$ cat src/rtl/alu_pkg.sv
// Shared types for the sequential ALU/MDU: op encodings, FSM states, ALUOp codes.
package alu_pkg;

  typedef enum logic [3:0] {
    ALU_ADD, ALU_SUB, ALU_SLL, ALU_SLT, ALU_SLTU,
    ALU_XOR, ALU_SRL, ALU_SRA, ALU_OR,  ALU_AND
  } alu_op_t;

  // M-extension ops, encoded by their funct3 value.
  typedef enum logic [2:0] {
    M_MUL    = 3'b000, M_MULH = 3'b001, M_MULHSU = 3'b010, M_MULHU = 3'b011,
    M_DIV    = 3'b100, M_DIVU = 3'b101, M_REM    = 3'b110, M_REMU  = 3'b111
  } m_op_t;

  // EXEC holds a single-cycle op for one cycle so its result lands one edge after accept.
  typedef enum logic [2:0] {
    S_IDLE, S_EXEC, S_MUL, S_DIV, S_FIX, S_DONE
  } state_t;

  localparam logic [1:0] ALUOP_ADD   = 2'b00;
  localparam logic [1:0] ALUOP_SUB   = 2'b01;
  localparam logic [1:0] ALUOP_FUNCT = 2'b10;
  localparam logic [1:0] ALUOP_RSVD  = 2'b11;

  // Base (non-M) op selection from ALUOp and the instruction funct fields.
  function automatic alu_op_t decode_funct(input logic [1:0] aluop, input logic opb5,
                                           input logic [2:0] f3, input logic f7b5);
    alu_op_t op;
    op = ALU_ADD;
    case (aluop)
      ALUOP_SUB: op = ALU_SUB;
      ALUOP_FUNCT: begin
        case (f3)
          3'b000: op = (opb5 && f7b5) ? ALU_SUB : ALU_ADD;
          3'b001: op = ALU_SLL;
          3'b010: op = ALU_SLT;
          3'b011: op = ALU_SLTU;
          3'b100: op = ALU_XOR;
          3'b101: op = f7b5 ? ALU_SRA : ALU_SRL;
          3'b110: op = ALU_OR;
          3'b111: op = ALU_AND;
        endcase
      end
      default: op = ALU_ADD;
    endcase
    return op;
  endfunction

endpackage

$ cat src/rtl/alu_mdu_seq_if.sv
// Operation bus between the execute-stage controller (master) and alu_mdu_seq (slave).
// Handshake: an op transfers on a rising edge where in_valid && in_ready; the master
// holds its fields stable while in_valid is high and in_ready is low. out_valid is a
// one-cycle pulse with no back-pressure; result/zero/illegal stay valid until the next pulse.
interface alu_mdu_seq_if #(parameter int XLEN = 32);
  logic            in_valid;
  logic            in_ready;
  logic [1:0]      ALUOp;
  logic            opb5;
  logic [2:0]      funct3;
  logic            funct7b5;
  logic            funct7b0;
  logic [XLEN-1:0] src_a;
  logic [XLEN-1:0] src_b;
  logic            out_valid;
  logic [XLEN-1:0] result;
  logic            zero;
  logic            illegal;

  modport master (output in_valid, ALUOp, opb5, funct3, funct7b5, funct7b0, src_a, src_b,
                  input  in_ready, out_valid, result, zero, illegal);
  modport slave  (input  in_valid, ALUOp, opb5, funct3, funct7b5, funct7b0, src_a, src_b,
                  output in_ready, out_valid, result, zero, illegal);
endinterface

$ cat src/rtl/mdu_iter.sv
// Iterative multiply/divide datapath: radix-2 shift-add multiply and restoring divide
// on operand magnitudes, one bit per cycle for XLEN cycles; sign fix-up is combinational.
module mdu_iter
  import alu_pkg::*;
#(
  parameter int XLEN = 32
) (
  input  logic            clk,
  input  logic            reset,
  input  logic            abort,
  input  logic            start,
  input  m_op_t           op,
  input  logic [XLEN-1:0] a,
  input  logic [XLEN-1:0] b,
  output logic            last,
  output logic [XLEN-1:0] result
);
  localparam int SHW = $clog2(XLEN);

  // Multiply: acc = {partial high, multiplier}, opnd = multiplicand.
  // Divide:   acc = {remainder, dividend/quotient}, opnd = divisor.
  logic [2*XLEN-1:0] acc;
  logic [XLEN-1:0]   opnd;
  m_op_t             op_q;
  logic              neg_a_q, neg_b_q, busy;
  logic [SHW-1:0]    cnt;

  logic              a_sgn, b_sgn, neg_a_d, neg_b_d;
  logic [XLEN-1:0]   mag_a_d, mag_b_d;
  logic [XLEN:0]     mul_sum, div_sh, div_diff;
  logic [2*XLEN-1:0] mul_next, div_next, prod_f;
  logic [XLEN-1:0]   quo_f, rem_f;

  // Operand signedness and magnitudes at start, plus one iteration step of each algorithm.
  always_comb begin
    a_sgn    = op inside {M_MUL, M_MULH, M_MULHSU, M_DIV, M_REM};
    b_sgn    = op inside {M_MUL, M_MULH, M_DIV, M_REM};
    neg_a_d  = a_sgn && a[XLEN-1];
    neg_b_d  = b_sgn && b[XLEN-1];
    mag_a_d  = neg_a_d ? -a : a;
    mag_b_d  = neg_b_d ? -b : b;
    mul_sum  = {1'b0, acc[2*XLEN-1:XLEN]} + (acc[0] ? {1'b0, opnd} : '0);
    mul_next = {mul_sum, acc[XLEN-1:1]};
    div_sh   = {acc[2*XLEN-1:XLEN], acc[XLEN-1]};
    div_diff = div_sh - {1'b0, opnd};
    div_next = div_diff[XLEN] ? {div_sh[XLEN-1:0], acc[XLEN-2:0], 1'b0}
                              : {div_diff[XLEN-1:0], acc[XLEN-2:0], 1'b1};
  end

  assign last = busy && (cnt == SHW'(XLEN - 1));

  // Sign fix-up and half/quotient/remainder selection of the finished value.
  always_comb begin
    prod_f = (neg_a_q ^ neg_b_q) ? -acc : acc;
    quo_f  = (neg_a_q ^ neg_b_q) ? -acc[XLEN-1:0] : acc[XLEN-1:0];
    rem_f  = neg_a_q ? -acc[2*XLEN-1:XLEN] : acc[2*XLEN-1:XLEN];
    case (op_q)
      M_MUL:          result = prod_f[XLEN-1:0];
      M_DIV, M_DIVU:  result = quo_f;
      M_REM, M_REMU:  result = rem_f;
      default:        result = prod_f[2*XLEN-1:XLEN];
    endcase
  end

  // Operand capture on start, then one iteration per cycle until the last bit.
  always_ff @(posedge clk) begin
    if (reset) begin
      acc     <= '0;
      opnd    <= '0;
      op_q    <= M_MUL;
      neg_a_q <= 1'b0;
      neg_b_q <= 1'b0;
      busy    <= 1'b0;
      cnt     <= '0;
    end else if (abort) begin
      busy <= 1'b0;
      cnt  <= '0;
    end else if (start) begin
      op_q    <= op;
      neg_a_q <= neg_a_d;
      neg_b_q <= neg_b_d;
      opnd    <= op[2] ? mag_b_d : mag_a_d;
      acc     <= {{XLEN{1'b0}}, (op[2] ? mag_a_d : mag_b_d)};
      busy    <= 1'b1;
      cnt     <= '0;
    end else if (busy) begin
      acc <= op_q[2] ? div_next : mul_next;
      cnt <= cnt + 1'b1;
      if (last) busy <= 1'b0;
    end
  end

endmodule

$ cat src/rtl/alu_mdu_seq.sv
// Execute-stage ALU with optional iterative M-extension. Base ops, illegal ops and the
// divide-by-zero / signed-overflow short cuts finish in one cycle; MUL*/DIV*/REM* iterate.
module alu_mdu_seq
  import alu_pkg::*;
#(
  parameter int XLEN     = 32,
  parameter bit ENABLE_M = 1'b1
) (
  input  logic         clk,
  input  logic         reset,
  input  logic         flush,
  alu_mdu_seq_if.slave bus,
  output state_t       state_dbg
);
  localparam int SHW = $clog2(XLEN);

  state_t          state, state_n;
  logic            accept, load_res, mdu_start, mdu_last;
  logic            m_sel, div_zero, div_ovf, go_mul, go_div, short_ill, ill_d;
  logic [XLEN-1:0] short_res, res_d, mdu_result, pend_res;
  logic            pend_ill;
  alu_op_t         base_op;
  m_op_t           m_op;

  function automatic logic [XLEN-1:0] alu_exec(input alu_op_t op, input logic [XLEN-1:0] a,
                                               input logic [XLEN-1:0] b);
    logic [SHW-1:0] sh;
    sh = b[SHW-1:0];
    case (op)
      ALU_SUB:  return a - b;
      ALU_SLL:  return a << sh;
      ALU_SLT:  return {{(XLEN-1){1'b0}}, $signed(a) < $signed(b)};
      ALU_SLTU: return {{(XLEN-1){1'b0}}, a < b};
      ALU_XOR:  return a ^ b;
      ALU_SRL:  return a >> sh;
      ALU_SRA:  return $unsigned($signed(a) >>> sh);
      ALU_OR:   return a | b;
      ALU_AND:  return a & b;
      default:  return a + b;
    endcase
  endfunction

  assign accept       = bus.in_valid && (state == S_IDLE);
  assign bus.in_ready = (state == S_IDLE);
  assign bus.out_valid = (state == S_DONE);
  assign state_dbg    = state;

  // Decode the offered op into a one-cycle result or a multiply/divide launch.
  always_comb begin
    m_op      = m_op_t'(bus.funct3);
    m_sel     = (bus.ALUOp == ALUOP_FUNCT) && bus.opb5 && bus.funct7b0;
    base_op   = decode_funct(bus.ALUOp, bus.opb5, bus.funct3, bus.funct7b5);
    div_zero  = (bus.src_b == '0);
    div_ovf   = (m_op == M_DIV || m_op == M_REM) && (bus.src_b == '1) &&
                (bus.src_a == {1'b1, {(XLEN-1){1'b0}}});
    short_res = '0;
    short_ill = 1'b0;
    go_mul    = 1'b0;
    go_div    = 1'b0;
    if (bus.ALUOp == ALUOP_RSVD) begin
      short_ill = 1'b1;
    end else if (m_sel) begin
      if (!ENABLE_M)            short_ill = 1'b1;
      else if (!bus.funct3[2])  go_mul = 1'b1;
      else if (div_zero)        short_res = (m_op == M_DIV || m_op == M_DIVU) ? '1 : bus.src_a;
      else if (div_ovf)         short_res = (m_op == M_DIV) ? bus.src_a : '0;
      else                      go_div = 1'b1;
    end else begin
      short_res = alu_exec(base_op, bus.src_a, bus.src_b);
    end
  end

  // Next state and result-load control; flush overrides everything back to IDLE.
  always_comb begin
    state_n   = state;
    load_res  = 1'b0;
    res_d     = pend_res;
    ill_d     = pend_ill;
    mdu_start = 1'b0;
    case (state)
      S_IDLE: if (accept) begin
        mdu_start = go_mul || go_div;
        state_n   = go_mul ? S_MUL : (go_div ? S_DIV : S_EXEC);
      end
      S_EXEC: begin
        state_n  = S_DONE;
        load_res = 1'b1;
      end
      S_MUL, S_DIV: if (mdu_last) state_n = S_FIX;
      S_FIX: begin
        state_n  = S_DONE;
        load_res = 1'b1;
        res_d    = mdu_result;
        ill_d    = 1'b0;
      end
      S_DONE:  state_n = S_IDLE;
      default: state_n = S_IDLE;
    endcase
    if (flush) begin
      state_n   = S_IDLE;
      load_res  = 1'b0;
      mdu_start = 1'b0;
    end
  end

  // State, pending one-cycle result, and the architecturally visible outputs.
  always_ff @(posedge clk) begin
    if (reset) begin
      state       <= S_IDLE;
      pend_res    <= '0;
      pend_ill    <= 1'b0;
      bus.result  <= '0;
      bus.zero    <= 1'b1;
      bus.illegal <= 1'b0;
    end else begin
      state <= state_n;
      if (accept && !flush) begin
        pend_res <= short_res;
        pend_ill <= short_ill;
      end
      if (load_res) begin
        bus.result  <= res_d;
        bus.zero    <= (res_d == '0);
        bus.illegal <= ill_d;
      end
    end
  end

  mdu_iter #(.XLEN(XLEN)) u_mdu (
    .clk    (clk),
    .reset  (reset),
    .abort  (flush),
    .start  (mdu_start),
    .op     (m_op),
    .a      (bus.src_a),
    .b      (bus.src_b),
    .last   (mdu_last),
    .result (mdu_result)
  );

endmodule
$ cat src/flat_wrapper.sv
// flat-port wrapper written by rule: the top's interface ports become plain ports
module alu_mdu_seq_flat import alu_pkg::*;
#(
  parameter int XLEN     = 32,
  parameter bit ENABLE_M = 1'b1
)
  (clk, reset, flush, state_dbg, bus_in_valid, bus_ALUOp, bus_opb5, bus_funct3, bus_funct7b5, bus_funct7b0, bus_src_a, bus_src_b, bus_in_ready, bus_out_valid, bus_result, bus_zero, bus_illegal);
  alu_mdu_seq_if #(.XLEN(XLEN)) bus_i ();
  input  logic clk;
  input  logic reset;
  input  logic flush;
  output state_t state_dbg;
  input wire logic [$bits(bus_i.in_valid)-1:0] bus_in_valid;
  input wire logic [$bits(bus_i.ALUOp)-1:0] bus_ALUOp;
  input wire logic [$bits(bus_i.opb5)-1:0] bus_opb5;
  input wire logic [$bits(bus_i.funct3)-1:0] bus_funct3;
  input wire logic [$bits(bus_i.funct7b5)-1:0] bus_funct7b5;
  input wire logic [$bits(bus_i.funct7b0)-1:0] bus_funct7b0;
  input wire logic [$bits(bus_i.src_a)-1:0] bus_src_a;
  input wire logic [$bits(bus_i.src_b)-1:0] bus_src_b;
  output wire logic [$bits(bus_i.in_ready)-1:0] bus_in_ready;
  output wire logic [$bits(bus_i.out_valid)-1:0] bus_out_valid;
  output wire logic [$bits(bus_i.result)-1:0] bus_result;
  output wire logic [$bits(bus_i.zero)-1:0] bus_zero;
  output wire logic [$bits(bus_i.illegal)-1:0] bus_illegal;
  assign bus_i.in_valid = bus_in_valid;
  assign bus_i.ALUOp = bus_ALUOp;
  assign bus_i.opb5 = bus_opb5;
  assign bus_i.funct3 = bus_funct3;
  assign bus_i.funct7b5 = bus_funct7b5;
  assign bus_i.funct7b0 = bus_funct7b0;
  assign bus_i.src_a = bus_src_a;
  assign bus_i.src_b = bus_src_b;
  assign bus_in_ready = bus_i.in_ready;
  assign bus_out_valid = bus_i.out_valid;
  assign bus_result = bus_i.result;
  assign bus_zero = bus_i.zero;
  assign bus_illegal = bus_i.illegal;
  alu_mdu_seq #(.XLEN(XLEN), .ENABLE_M(ENABLE_M)) u_core (.clk(clk), .reset(reset), .flush(flush), .bus(bus_i), .state_dbg(state_dbg));
endmodule
$ cat config.mk
export PLATFORM = sky130hd
export DESIGN_NAME = alu_mdu_seq_flat
export DESIGN_NICKNAME = d
export VERILOG_FILES = /design/src/rtl/alu_pkg.sv /design/src/rtl/alu_mdu_seq_if.sv /design/src/rtl/mdu_iter.sv /design/src/rtl/alu_mdu_seq.sv /design/src/flat_wrapper.sv
export SDC_FILE = /design/constraint.sdc
export NUM_CORES = 1
export LEC_CHECK = 0
export BUFFER_PORTS_ARGS = -buffer_cell sky130_fd_sc_hd__clkbuf_2
export CORE_ASPECT_RATIO = 0.7
export CORE_MARGIN = 2
export CORE_UTILIZATION = 35
export DETAILED_ROUTE_END_ITERATION = 6
export PLACE_DENSITY = 0.51
export SYNTH_ARGS = -nofsm -noshare
export SYNTH_HDL_FRONTEND = slang
export SYNTH_HIERARCHICAL = 1
export SYNTH_SLANG_ARGS = --single-unit
$ cat constraint.sdc
create_clock -name clk -period 9.71 [get_ports clk]
set_clock_uncertainty 0.05 [all_clocks]
set_input_delay 1.4565 -clock clk [delete_from_list [all_inputs] [get_ports clk]]
set_output_delay 1.4565 -clock clk [all_outputs]
set_load 0.05 [all_outputs]
# --- Word level (Yosys, flattened, before mapping) ---
# Index checks and enable logic that the tools add are counted.
word_totals:
  reg_bits: 177
  in_bits: 76
  out_inout_bits: 39
op_classes:
  add_sub_neg: 10
  n_lt_le_gt_ge: 2
  eq_ne: 33
  shifts: 3
  mux: 49
  bitwise: 5
  n_reduce_logical: 31
ops:
  columns: ["op", "count"]
  rows:
  - ["$mux W32", 15]
  - ["$mux W64", 5]
  - ["$pmux W32 S9", 1]
  - ["$neg A32 Y32", 4]
  - ["$pmux W32 S3", 1]
  - ["$eq A32 B32 Y1 const B", 2]
  - ["$logic_not A32 Y1", 2]
  - ["$lt A32 B32 Y1", 2]
  - ["$neg A64 Y64", 1]
  - ["$add A32 B32 Y33", 1]
  - ["$sub A33 B32 Y33", 1]
  - ["$add A32 B32 Y32", 1]
  - ["$and A32 B32 Y32", 1]
  - ["$or A32 B32 Y32", 1]
  - ["$pmux W4 S8", 1]
  - ["$shl A32 B5 Y32", 1]
  - ["$shr A32 B5 Y32", 1]
  - ["$sshr A32 B5 Y32", 1]
  - ["$sub A32 B32 Y32", 1]
  - ["$xor A32 B32 Y32", 1]
  - ["$eq A3 B3 Y1 const B", 10]
  - ["$mux W1", 20]
  - ["$eq A4 B3 Y1 const B", 4]
  - ["$eq A3 B2 Y1 const B", 4]
  - ["other kinds (25)", 51]

# --- Logic depth before layout (Yosys ltp) ---
# Gate-level depths: netlist (run 1).
logic_depth:
  word_depth: 15
  mapped_depth: 18
  ltp_nobuf: 17

# --- Modules after synthesis ---
# The synthesis (run 1) kept the hierarchy.
modules_own_cells:
  columns: ["module", "instances", "cells_each", "area_per_inst_um2"]
  rows:
  - ["alu_mdu_seq", 1, 1814, 12814.8]
  - ["mdu_iter", 1, 1811, 12583.3]

# --- Least setup slack after synthesis (run 1) ---
# Ideal clock, no wire load.
synth_path:
  kind: "input to register"
  from: "in bus_src_b[2]"
  to: "reg u_core.pend_res[29]"
  setup_ps: 79
  arrival_ps: 4930
  slack_ps: 4651
  stages: 16
  path_cell_list: "clkbuf_1 inv_1 buf_2 buf_2 clkbuf_1 ha_1 buf_2 nor3_1 o311ai_0 a211o_1 a31o_2 o31ai_1 a21oi_1 nand3b_1 a21o_1 a22oi_1"
synth_via:
  elab_chain_cells: 8
synth_rtl:
  columns: ["item", "line_no", "source"]
  rows:
  - ["from (decl)", "flat_wrapper.sv:20", "input wire logic [$bits(bus_i.src_b)-1:0] bus_src_b;"]
  - ["parallel branches: the longest is 6 deep, another holds $add A32 B32 Y32", null, null]
  - ["$mux W32 *", "alu_mdu_seq.sv:62", "end else if (m_sel) begin"]
  - ["$mux W32 *", "alu_mdu_seq.sv:60", "if (bus.ALUOp == ALUOP_RSVD) begin"]
  - ["to (signal assigned)", "alu_mdu_seq.sv:118", "pend_res <= short_res;"]
  - ["to (decl)", "alu_mdu_seq.sv:20", "logic [XLEN-1:0] short_res, res_d, mdu_result, pend_res;"]
# Mark *: on every way between the ends.
# A chain may end at the register's enable or synchronous reset.

# --- Final worst setup path (run 1) ---
layout_path:
  from: "in bus_src_b[28]"
  to: "reg u_core.u_mdu.acc[55]"
layout_via:
  elab_chain_cells: 14
layout_rtl:
  columns: ["item", "line_no", "source"]
  rows:
  - ["$eq A32 B32 Y1", "alu_mdu_seq.sv:54", "div_ovf = (m_op == M_DIV || m_op == M_REM) && (bus.src_b == '1) &&"]
  - ["$logic_and A1 B1 Y1 (2 in a row)", "alu_mdu_seq.sv:54", null]
  - ["$mux W1", "alu_mdu_seq.sv:66", "else if (div_ovf) short_res = (m_op == M_DIV) ? bus.src_a : '0;"]
  - ["$mux W1 *", "alu_mdu_seq.sv:65", "else if (div_zero) short_res = (m_op == M_DIV || m_op == M_DIVU) ? '1 : bus.src_a;"]
  - ["$mux W1 *", "alu_mdu_seq.sv:64", "else if (!bus.funct3[2]) go_mul = 1'b1;"]
  - ["$mux W1 *", "alu_mdu_seq.sv:62", null]
  - ["$mux W1 *", "alu_mdu_seq.sv:60", null]
  - ["$logic_or A1 B1 Y1 *", "alu_mdu_seq.sv:82", "mdu_start = go_mul || go_div;"]
  - ["$mux W1 *", "alu_mdu_seq.sv:81", "S_IDLE: if (accept) begin"]
  - ["$mux W1 *", "alu_mdu_seq.sv:80", "case (state)"]
  - ["$mux W1 *", "alu_mdu_seq.sv:99", "if (flush) begin"]
  - ["named net u_core.mdu_start", "alu_mdu_seq.sv:18", "logic accept, load_res, mdu_start, mdu_last;"]
  - ["$reduce_bool A2 Y1 (no line)", null, null]
  - ["$reduce_and A2 Y1 (no line)", null, null]
  - ["to (signal assigned)", "mdu_iter.sv:83", "acc <= {{XLEN{1'b0}}, (op[2] ? mag_a_d : mag_b_d)};"]
  - ["to (signal assigned)", "mdu_iter.sv:87", "acc <= op_q[2] ? div_next : mul_next;"]
  - ["to (decl)", "mdu_iter.sv:22", "logic [2*XLEN-1:0] acc;"]
# Mark *: on every way through the listed nets, which the timed path passes. The rest lies on a longest branch.

==> qor.csv, run 1 <==
stage;metric;value;unit
layout;area of the multi-input gates;20230;µm²
clocking;clock root cell;clkbuf_16;
synth;Synth warnings;6;
synth;post-synth cell types;91;
clocking;PostCTS Resize Cnt;0;
layout;layout cells sized above 1;0.09529;
drt;drt via density;6.666;
global_routing;global route overflow;0;
synth;EDFF count, synth;0;
synth;Async SR Flop Fraction;0;
drt;DR iter-0 viols;5133;
synth;Mapped Nets;3875;
synth;mapped cell area;25400;µm²
pwr;Comb pwr share;0.409;
global_routing;initial antenna violation count;10;
min_path;worst hold path type;flop to flop;
synth;Synth area leader;dfxtp_1;
die;Die Height;229.4;µm
timing;Final Cycle Share;0.7137;
setup_path;critical path class;primary input to flop;
die;die area;74770;µm²
setup_path;CP Launch Point;bus_src_b[28];
timing;Setup Viol. Count Final;0;
die;initial core utilization;0.3541;
timing;Slew @ Worst Pin;1.285;ns
pwr;Leak;10.58;nW
timing;highest clock rate;0.1443;GHz
synth;syn_area_per_cell;7.006;µm²
pwr;P_int;0.001407;W
clocking;CTS Hold Bufs;0;
setup_path;crit path DAT;7.20;ns
layout;Core Util, Final;0.3812;
synth;top cells by area, synth;dfxtp_1 14%, ha_1 8.4%, mux2i_1 6.4%, a21oi_1 6.2%, nor2_1 6.0%;
clocking;H-Tree Depth;4;
setup_path;r2r startpoint;u_core/state_dbg[1];
timing;unrepaired setup endpoints after global routing;false;
run_status;outcome;finished clean;
layout;Area Growth Syn to Fin;7.631;%
die;CORE AREA;71720;µm²
setup_path;CP Capture Type;flop;
setup_path;r2r endpoint;u_core/u_mdu/acc[55];
pwr;Psw;0.001177;W
pwr;share of total power in the clock network;0.294;
timing;Final Max Tran Viols;0;
global_routing;first-pass GRT wire length;194800;µm
layout;fin nets;3805;
clocking;Clock Latency Late Sink;0.48;ns
drt;TritonRoute pass-1 iters;7;
layout;Seq. cell area;3545;µm²
min_path;HP Start;u_core/u_mdu/opnd[27];
timing;Hold WS;0.4101;ns
synth;sequential area share after synthesis;0.1395;
synth;share of the synthesized area in the top cell type;0.1395;
clocking;CTS tree;yes;
synth;Commonest cells post-synth;405 x nor2_1, 342 x nand2_1, 316 x a21oi_1;
die;die width;326.0;µm
global_routing;largest net degree at the start of global routing;74;
clocking;CTS buffer count;17;
setup_path;crit path max fanout;65;
drt;wire per inst;30.41;µm
setup_path;Reg2Reg Setup Slack;4.40;ns
timing;Final Hold Fails;0;
clocking;Clock Path Buffers;2;
global_routing;vias in the first global route;26220;
run;max-cap violations;0;
global_routing;global-route usage over all layers;0.3519;
drt;Post-Route WL;137900;µm
clocking;Clk pin slew, worst setup/hold paths;0.08;ns
pwr;PwrDens;94.52;nW/µm²
setup_path;Startpoint Class;primary input;
die;Top-Level Pins;115;
timing;Fin Setup TNS;0;ns
placed_design;GP Congestion;1.055;
placed_design;Port Buffers;114;
drt;final antenna-violating net count;0;
setup_path;Data required, critical path;9.98;ns
synth;Yosys reg bits;177;
timing;min cycle time layout;6.930;ns
synth;count leader, synth;nor2_1;
drt;DRC Markers;0;
layout;fillcell total;7676;
drt;Vias;30230;
synth;ys flop type;dfxtp_1;
die;Row Count;82;
setup_path;r2r worst-path depth;12;
clocking;Setup Buffers After CTS;0;
timing;Rel. slew slack;0.1353;
pwr;Flop pwr share;0.297;
min_path;hold depth;2;
min_path;WHS Endpoint;u_core/u_mdu/opnd[27];
synth;Mapped Cells;3625;
clocking;clk sinks;177;
pwr;Peak VDD IR;0.1412;mV
placed_design;Detail Placement HPWL;107200;µm
pwr;Sw Ratio;0.4554;
how the worst max path moves through the flow:
| stage | end | slack (ns) | depth (start not counted) |
|---|---|---|---|
| detailed placement | u_core/u_mdu/acc[55] | 2.69 | 15 |
| global route | u_core/u_mdu/acc[55] | 2.58 | 15 |
| finish | u_core/u_mdu/acc[55] | 2.78 | 15 |
| global placement | u_core/u_mdu/acc[33] | 2.81 | 15 |
| CTS | u_core/u_mdu/acc[55] | 3.15 | 15 |
| floorplan | u_core/pend_res[29] | 4.65 | 16 |
cell usage in the layout (no fill, tap or decap), types with 89 or more instances in the layout:
cell,n
a21oi_1,315
ha_1,170
nor2_1,403
xnor2_1,115
a211oi_1,89
mux2i_1,162
dfxtp_1,176
o21ai_0,287
nand2_1,342
inv_1,164
clkbuf_2,110
metal layers:
metal  vias up  global-route usage  routed length, µm
met5         -                   0                105
met4        16             0.06279               2533
met3       185              0.1549              23150
met2      2221              0.4089              46670
met1     14550              0.5623              65440
li1      13260                   -                  -
area by class of cell:
class,count,area share
Sequential cell,177,0.1297
Clock inverter,15,0.007323
Antenna cell,1,0.00009154
Multi-Input combinational cell,3008,0.7400
Clock buffer,17,0.01556
Tap cell,966,0.04421
Timing Repair Buffer,182,0.03991
Inverter,169,0.02321
cells by family after synthesis:
kind of cell / synth area share
xor gates and xnor gates: 0.07035
DFF: 0.1395
buffers and inverters: 0.06823
muxes: 0.1073
AOI/OAI and AO/OA: 0.3109
and+or+nand+nor: 0.2169
adders and majority gates: 0.08690
power groups by stage:
| stage | registers (W) | logic (W) | clock network (W) |
|---|---|---|---|
| after floorplan | 0.000800 | 0.000588 | 0 |
| after CTS | 0.000766 | 0.000995 | 0.000766 |
| after global routing | 0.000769 | 0.00109 | 0.000800 |
| after detailed placement | 0.000784 | 0.000990 | 0 |
| final | 0.000768 | 0.00106 | 0.000760 |
| after global placement | 0.000784 | 0.000999 | 0 |
worst max-delay path, cell delays in order:
cell and delay, ns:
clkbuf_2 0.21, nor4_1 1.12, nand4_1 0.63, or4_1 0.74, o21ai_0 0.23, a2111oi_0 0.28, nor2b_4 0.18, buf_4 0.34
nor2_1 0.30, or2_2 0.50, nor2_1 0.20, nand2_1 0.27, nor2_1 0.32, a22oi_1 0.24, o311ai_0 0.16
flip-flops by register name, indices dropped and copies added (netlist names):
register	flops
u_core/u_mdu/acc	64
u_core/bus.result	32
u_core/pend_res	32
u_core/u_mdu/opnd	32
u_core/u_mdu/cnt	5
u_core/state_dbg	3
u_core/u_mdu/op_q	3
u_core/bus.illegal	1
u_core/bus.zero	1
u_core/pend_ill	1
u_core/u_mdu/busy	1
u_core/u_mdu/neg_a_q	1
u_core/u_mdu/neg_b_q	1
stage by stage:
| step | setup slack [ns] | std cells | total power (W) | area, µm² |
|---|---|---|---|---|
| final | 2.780 | 4535 | 0.002584 | 27340 |
| after CTS | 3.152 | 4534 | 0.002528 | 27330 |
| after global placement | 2.810 | 4502 | 0.001783 | 26710 |
| after floorplan | 4.651 | 3625 | 0.001388 | 25400 |
| after global routing | 2.583 | 4534 | 0.002659 | 27330 |
| after detailed placement | 2.686 | 4502 | 0.001774 | 26710 |
No activity file was read; power rests on OpenSTA's default activity.
==> inputs of run 2 (changes only) <==
clock period = 6.6 ns   (was 9.71 ns; I/O delays follow)
==> run 2 against run 1 <==
Compared with the run above:
- combinational power rose by 46%
- flip-flop and latch count did not move
- cell count rose by 0.42%
- final area rose by 0.60%
- total power rose by 48%
- worst setup slack got worse by 1.2 ns
==> qor.csv, run 2 (synthesis results as in run 1) <==
stage;metric;value;unit;change
drt;final antenna-violating net count;0;;unchanged
pwr;PwrDens;138.6;nW/µm²;+47%
global_routing;initial antenna violation count;8;;-2
clocking;Setup Buffers After CTS;0;;unchanged
layout;fin nets;3823;;+0.47%
timing;min cycle time layout;5.048;ns;
min_path;worst hold path type;flop to flop;;
setup_path;Startpoint Class;flop;;
timing;Rel. slew slack;0.04617;;-0.08916
placed_design;Detail Placement HPWL;107000;µm;-0.20%
min_path;hold depth;2;;unchanged
setup_path;crit path max fanout;33;;-49%
clocking;Clock Latency Late Sink;0.48;ns;about the same
pwr;Peak VDD IR;0.1961;mV;+39%
clocking;CTS tree;yes;;
clocking;H-Tree Depth;4;;unchanged
global_routing;largest net degree at the start of global routing;95;;+28%
timing;unrepaired setup endpoints after global routing;false;;
die;initial core utilization;0.3541;;unchanged
setup_path;CP Cell Sequence;inv_1 -> buf_4 -> ha_1 -> nand3_1 -> nor4_4 -> and3_1 -> a21oi_1 -> o311ai_0 -> o21ai_0 -> o21ai_0 -> nor4_1 -> nand4_1 -> nor2_1 -> a21oi_1 -> a21oi_1 -> or2_2;;
die;Top-Level Pins;115;;unchanged
global_routing;first-pass GRT wire length;194100;µm;-0.35%
layout;max FFs per register;64;;unchanged
die;die width;326.0;µm;unchanged
timing;Setup Viol. Count Final;0;;unchanged
global_routing;vias in the first global route;26330;;+0.41%
drt;wire per inst;29.72;µm;-2.3%
setup_path;CP Capture Type;flop;;
layout;design area;27500;µm²;+0.60%
layout;most frequent cells in the layout;403 x nor2_1, 342 x nand2_1, 315 x a21oi_1;;
layout;commonest non-fill, non-tap cell in the layout;nor2_1;;
clocking;CTS buffer count;17;;unchanged
global_routing;global-route usage over all layers;0.3480;;-0.003861
layout;Top reg by flops;u_core/u_mdu/acc;;
clocking;Clock Path Buffers;2;;unchanged
drt;Post-Route WL;135300;µm;-1.9%
clocking;CTS Hold Bufs;0;;unchanged
die;CORE AREA;71720;µm²;unchanged
drt;DRC Markers;0;;unchanged
placed_design;GP Congestion;1.077;;+2.1%
placed_design;Port Buffers;114;;unchanged
drt;TritonRoute pass-1 iters;6;;-1
clocking;clk sinks;177;;unchanged
setup_path;Data required, critical path;6.92;ns;-3.06 ns
run;max-cap violations;0;;unchanged
layout;Area Growth Syn to Fin;8.276;%;
timing;highest clock rate;0.1981;GHz;
run_status;outcome;finished clean;;
layout;fillcell total;7715;;+0.51%
die;Row Count;82;;unchanged
setup_path;CP max stage delay;0.72;ns;-0.40 ns
die;Die Height;229.4;µm;unchanged
timing;Slew @ Worst Pin;1.416;ns;+0.1306 ns
setup_path;Worst path slowest cell;nor4_4;;
clocking;clock root cell;clkbuf_16;;
placed_design;dpl cell area;26850;µm²;+0.54%
timing;Hold WS;0.4080;ns;-0.002082 ns
drt;Vias;30170;;-0.21%
timing;Final Cycle Share;0.7649;;
timing;Final Max Tran Viols;0;;unchanged
global_routing;global route overflow;0;;unchanged
setup_path;most frequent CP cell;a21oi_1;;
timing;Final Hold Fails;0;;unchanged
clocking;Clk pin slew, worst setup/hold paths;0.09;ns;about the same
timing;Fin Setup TNS;0;ns;unchanged
setup_path;r2r worst-path depth;16;;+4
drt;drt via density;6.625;;-0.62%
clocking;PostCTS Resize Cnt;0;;unchanged
layout;layout cells sized above 1;0.09872;;+0.003426
setup_path;crit path DAT;5.37;ns;-1.83 ns
die;die area;74770;µm²;unchanged
drt;DR iter-0 viols;5027;;-2.1%
setup_path;critical path class;flop to flop;;
pwr;Leak;10.67;nW;+0.88%
-- run 2: cell count changes in the layout (fill, tap and decap cells not counted), sizes merged --
cell / before / now
clkinvlp: 1 / 0
inv: 173 / 174
diode: 1 / 2
buf: 72 / 90
-- run 2: metrics by stage --
stage,cells,setup WS [ns],power (W),util
6_report,4554,1.552,0.003812,0.3835
5_1_grt,4552,1.274,0.003933,0.3834
4_1_cts,4552,1.763,0.003732,0.3834
3_5_place_dp,4520,1.374,0.002606,0.3744
3_3_place_gp,4520,1.447,0.002625,0.3744
2_1_floorplan,3625,2.008,0.002043,-
-- run 2: cell type report --
type | count | area [µm²] | area share
clock buffer | 17 | 425.4 | 0.01547
antenna | 2 | 5.005 | 0.0001820
inverter | 169 | 634.4 | 0.02307
timing repair buffer | 200 | 1251 | 0.04550
sequential | 177 | 3545 | 0.1289
multi-input combinational | 3008 | 20210 | 0.7351
tap | 966 | 1209 | 0.04395
clock inverter | 15 | 216.5 | 0.007871
-- run 2: power by group --
group | total [W] | leakage [nW] | internal [W] | switching, W
logic | 0.00155 | 8.93 | 0.000459 | 0.00109
registers | 0.00113 | 1.43 | 0.00109 | 0.0000348
clock network | 0.00113 | 0.308 | 0.000532 | 0.000601
-- run 2: worst paths after layout --
path / start / end / slack, ns
worst min register to register: u_core/pend_ill / u_core/pend_ill / 0.41
worst max-delay path: u_core/u_mdu/acc[0] / u_core/bus.zero / 1.55
worst max register to register: u_core/u_mdu/acc[0] / u_core/bus.zero / 1.55
worst min-delay path: u_core/pend_ill / u_core/pend_ill / 0.41
-- run 2: worst max-delay path, delay by kind of cell (launching register included) --
family                   cells  cell delay, ns
buffers and inverters        2            0.47
adder cells (fa/ha/maj)      1            0.31
AO/OA/AOI/OAI                6            1.35
flip-flops                   1            0.44
AND/OR/NAND/NOR              7            2.32
-- run 2: routing by layer --
layer  GRT usage  up-vias  wire [µm]
met5           0        -         41
met4     0.05026        6       1758
met3      0.1638      123      22660
met2      0.4037     2155      46190
met1      0.5546    14580      64690
li1            -    13300          -
